<file path="config.mk">
export PLATFORM = sky130hd
export DESIGN_NAME = riscv_dp_storeenc
export DESIGN_NICKNAME = d
export VERILOG_FILES = /design/src/rtl/riscv_dp_storeenc.sv
export SDC_FILE = /design/constraint.sdc
export NUM_CORES = 1
export LEC_CHECK = 0
export ABC_AREA = 0
export ABC_CLOCK_PERIOD_IN_PS = 3100
export CORE_MARGIN = 1.5
export CORE_UTILIZATION = 45
export DETAILED_ROUTE_END_ITERATION = 12
export PLACE_DENSITY = 0.78
export RECOVER_POWER = 50
export REMOVE_ABC_BUFFERS = 1
export SLEW_MARGIN = 20
export SYNTH_ARGS = -nofsm -noshare
export SYNTH_HDL_FRONTEND = slang
export SYNTH_SLANG_ARGS = --single-unit
</file>
<file path="constraint.sdc">
create_clock -name iclk -period 3.1 [get_ports iclk]
set_input_delay 0.62 -clock iclk [delete_from_list [all_inputs] [get_ports iclk]]
set_output_delay 0.62 -clock iclk [all_outputs]
set_load 0.005 [all_outputs]
</file>
<file path="src/rtl/riscv_dp_storeenc.sv">
// Store-path encoder: rotates sb/sh/sw data into byte lanes, builds lane
// strobes and drives a req/ack write port, splitting word-crossing stores
// into two word-aligned beats.
module riscv_dp_storeenc #(
    parameter int MP_DATA_WIDTH = 32,
    parameter int MP_ADDR_WIDTH = 32
) (
    input  logic                     iclk,
    input  logic                     irst,
    input  logic                     ivalid,
    output logic                     oready,
    input  logic [MP_ADDR_WIDTH-1:0] iaddr,
    input  logic [MP_DATA_WIDTH-1:0] idata,
    input  logic [2:0]               ifunct3,
    output logic                     omem_req,
    input  logic                     imem_ack,
    output logic [MP_ADDR_WIDTH-1:0] omem_addr,
    output logic [MP_DATA_WIDTH-1:0] omem_wdata,
    output logic [3:0]               omem_wstrb,
    output logic                     odone,
    output logic                     oerr
);

    typedef enum logic [1:0] {
        S_IDLE,
        S_REQ0,
        S_REQ1,
        S_DONE
    } state_t;

    state_t state_q, state_d;

    logic [MP_ADDR_WIDTH-1:0] base_q;
    logic [MP_DATA_WIDTH-1:0] wdata_q;
    logic [3:0]               strb0_q;
    logic [3:0]               strb1_q;
    logic                     err_q;

    logic                       accept;
    logic [1:0]                 off;
    logic [5:0]                 rot_amt;
    logic [2*MP_DATA_WIDTH-1:0] rot_wide;
    logic [3:0]                 base_mask;
    logic [6:0]                 mask_wide;
    logic                       legal;

    assign accept = ivalid && (state_q == S_IDLE);

    // Decode the incoming store: lane rotation, shifted strobe mask, legality.
    always_comb begin
        off       = iaddr[1:0];
        rot_amt   = {1'b0, off, 3'b000};
        rot_wide  = {idata, idata} << rot_amt;
        base_mask = 4'b0000;
        legal     = 1'b1;
        case (ifunct3)
            3'b000:  base_mask = 4'b0001;
            3'b001:  base_mask = 4'b0011;
            3'b010:  base_mask = 4'b1111;
            default: legal     = 1'b0;
        endcase
        mask_wide = {3'b000, base_mask} << off;
    end

    // Capture the store at accept so later input changes cannot disturb it.
    always_ff @(posedge iclk or posedge irst) begin
        if (irst) begin
            base_q  <= '0;
            wdata_q <= '0;
            strb0_q <= 4'b0000;
            strb1_q <= 4'b0000;
            err_q   <= 1'b0;
        end else if (accept) begin
            base_q  <= {iaddr[MP_ADDR_WIDTH-1:2], 2'b00};
            wdata_q <= rot_wide[2*MP_DATA_WIDTH-1:MP_DATA_WIDTH];
            strb0_q <= mask_wide[3:0];
            strb1_q <= {1'b0, mask_wide[6:4]};
            err_q   <= ~legal;
        end else if (state_q == S_DONE) begin
            err_q   <= 1'b0;
        end
    end

    // State register.
    always_ff @(posedge iclk or posedge irst) begin
        if (irst) begin
            state_q <= S_IDLE;
        end else begin
            state_q <= state_d;
        end
    end

    // Next-state and output decode; memory outputs depend only on state.
    always_comb begin
        state_d    = state_q;
        oready     = 1'b0;
        omem_req   = 1'b0;
        omem_addr  = '0;
        omem_wdata = '0;
        omem_wstrb = 4'b0000;
        odone      = 1'b0;
        oerr       = 1'b0;
        case (state_q)
            S_IDLE: begin
                oready = 1'b1;
                if (ivalid) begin
                    state_d = legal ? S_REQ0 : S_DONE;
                end
            end
            S_REQ0: begin
                omem_req   = 1'b1;
                omem_addr  = base_q;
                omem_wdata = wdata_q;
                omem_wstrb = strb0_q;
                if (imem_ack) begin
                    state_d = (strb1_q != 4'b0000) ? S_REQ1 : S_DONE;
                end
            end
            S_REQ1: begin
                omem_req   = 1'b1;
                omem_addr  = base_q + MP_ADDR_WIDTH'(4);
                omem_wdata = wdata_q;
                omem_wstrb = strb1_q;
                if (imem_ack) begin
                    state_d = S_DONE;
                end
            end
            S_DONE: begin
                odone   = 1'b1;
                oerr    = err_q;
                state_d = S_IDLE;
            end
            default: state_d = S_IDLE;
        endcase
    end

endmodule

</file>
==> results.yml <==
floorplanning:
  rows: 36
  die_x_um: 104
  initial_core_util: 0.468
  ios: 143
  die_area_um2: 10800
  die_height_um: 104
  core_um2: 9820
placement:
  portBuffers: 140
  gp_congestion: 0.857
  dp_cells: 779
  detailedPlace.worstSlack_ps: 161
  hpwl_mm: 8.74
timing:
  setup-violations-final: 0
  max_clock_freq_mhz: 326
  layout_setup_ws_ps: 35.8
  hold_violations: 0
  slew_violations: 0
  rsz0062_at_grt: "true"
  worst_pin_slew_ps: 1390
  fin_skew_ps: 9.07
  setup_tns_ps: 0
  fin_hold_ws_ps: 476
  relSlewSlack: 0.0744
  min_period_ps: 3060
  fin_crit_sh: 0.988
cells_and_area:
  post-route-util: 0.668
  area_delta_synth_final_pct: 42.8
  instances_no_fill: 809
  drive_gt1_frac: 0.183
  antenna_cells: 0
  nets: 748
routing:
  wl_met2_mm: 5.74
  firstDrtPassIters: 5
  routed_wl_mm: 12.4
  ant_nets: 0
  highest_layer: "met4"
  drc: 0
  routedWlPerCell_um: 15.3
  via_count: 4446
  vias_per_cell: 5.50
  wl_met3_mm: 1.13
  first_iter_violations: 232
  wl_met1_mm: 5.36
cts:
  clock_latency_ps: 360
  clock_sinks: 72
  clk_pin_slew_ps: 80
  h-tree-depth: 3
  cts_made_buffers: 9
  clock-root-buffer: "clkbuf_8"
  cts_tree: "done"
  clock_path_buffers: 2
job:
  maxCapViolCount: 0
power_and_ir_drop:
  p_per_area_nw_per_um2: 888
  p_leak_nw: 2.81
  ir_worst_vdd_mv: 0.419
hold_path:
  min_path_type: "reg2reg"
synth:
  ys.flop_type: "dfrtp_1"
  yosysSeqAreaShare: 0.392
  yosysWarnings: 0
  yosysUniqueCellTypes: 45
  synthArstFlopShare: 1.00
  synth-seq-cells: 72
  syn_inst: 533
  syn_avg_cell_area_um2: 8.62
  synth_area_um2: 4590
  synth-edff-count: 0
grt:
  grt_max_degree: 80
  track_usage: 0.229
  antenna_found_initial: 0
  first_global_vias: 4213
  grt_pass1_wl_mm: 20.2
  grt_overflow_total: 0
critical_path:
  end_kind: "primary output"
  cp_max_fo: 11
  arrival_ps: 2440
  crit_type: "reg2out"
  required_ps: 2480
  crit_path_start_kind: "flop"
outcome:
  status: "finished, final reports clean"
## metal layers
layer / vias up / GRT usage
li1: 2166 / -
met1: 2067 / 0.288
met2: 194 / 0.376
met3: 19 / 0.0746
met4: 0 / 0.0645
met5: - / 0
## state kept, by name, summed over array words and instances (netlist names)
register,count
wdata_q,32
base_q,30
strb0_q,4
strb1_q,3
state_q,2
err_q,1
## where the power goes
| group | internal, mW | total [mW] | leakage (nW) | switching (mW) |
|---|---|---|---|---|
| Sequential | 1.40 | 1.84 | 0.874 | 0.432 |
| Clock | 0.386 | 0.737 | 0.0989 | 0.351 |
| Combinational | 1.81 | 3.25 | 1.84 | 1.44 |
## worst paths after layout
check	slack (ps)	end	cells past startpoint	from
max	40	omem_addr[29]	7	base_q[3]$_DFFE_PP0P_
min	480	wdata_q[19]$_DFFE_PP0P_	2	wdata_q[19]$_DFFE_PP0P_
max reg2reg	690	strb0_q[0]$_DFFE_PP0P_	6	state_q[0]$_DFFE_PP0P_
min reg2reg	480	wdata_q[19]$_DFFE_PP0P_	2	wdata_q[19]$_DFFE_PP0P_
max in group asynchronous	1160	base_q[17]$_DFFE_PP0P_	3	irst
min in group asynchronous	1080	wdata_q[0]$_DFFE_PP0P_	2	irst
## cell usage in the layout (no fill, tap or decap), types with 6 or more instances in the layout
| cell type | count |
|---|---|
| dfrtp_2 | 14 |
| o31ai_1 | 9 |
| clkbuf_8 | 10 |
| o21ai_0 | 89 |
| dfrtp_1 | 58 |
| nor2_1 | 22 |
| mux2i_1 | 16 |
| inv_1 | 11 |
| and2_1 | 35 |
| dlymetal6s2s_1 | 7 |
| nand4_1 | 10 |
| a31oi_1 | 11 |
| clkdlybuf4s50_1 | 127 |
| nand3_1 | 10 |
| a21oi_1 | 28 |
| nand2_1 | 75 |
| mux2_2 | 47 |
| a22o_1 | 6 |
| buf_4 | 22 |
## cell families after synthesis
kind of cell / after synthesis / synth area share
compound gates: 159 / 0.196
xor+xnor: 1 / 0.00191
simple gates: 179 / 0.200
mux: 63 / 0.150
flops: 72 / 0.392
other cells: 1 / 0.000816
fa+ha+maj: 5 / 0.0136
buf+inv: 53 / 0.0463
## worst max-delay path, stage by stage, from the launching register on
cell and delay [ps]:
dfrtp_2 430, nand4_1 210, nor4_4 390, buf_6 190, a31oi_1 80, o21ai_0 220, o31ai_2 110, clkdlybuf4s50_1 460
## metrics by stage
step / instance area (um^2) / power (mW)
CTS: 6420 / 5.75
finish: 6560 / 5.82
global placement: 6130 / 4.76
global route: 6560 / 6.25
detailed placement: 6130 / 4.85
floorplan: 4430 / 3.22
## what timing repair did
item,CTS,global route
setup endpoints to repair,26,26
resized for setup,21,27
cloned,1,0
setup buffers,5,9
hold buffers,0,0
pin swaps,3,4
## area by class of cell
cell class,count,area (um^2)
fillers,827,3260
multi-input cells,409,2680
flip-flops and latches,72,1820
repair buffers,167,1660
well taps,133,166
clock buffers,11,141
inverters,13,48.8
clock inverters,4,45.0
## cell usage after synthesis, types with 2 or more instances
cell type   n  share of area
buf_2       4         0.0044
clkbuf_1   32          0.026
inv_1      13          0.011
a31oi_1    11          0.015
mux2i_1    16          0.035
a22o_1      6          0.011
nor4_1      2         0.0027
a21o_1      2         0.0033
o211ai_1    4         0.0065
a21oi_1    28          0.031
nand2_1    75          0.061
o31ai_1    10          0.016
nor2_1     25          0.020
and3_1      3         0.0041
ha_1        5          0.014
mux2_2     47           0.12
dfrtp_1    72           0.39
buf_4       2         0.0033
nand4_1    10          0.014
nand3_1    13          0.014
or3_1       3         0.0041
o21ai_0    90          0.098
and2_1     36          0.049
nor4_4      2         0.0093
and4_1      2         0.0038
(Power assumes the default switching activity.)
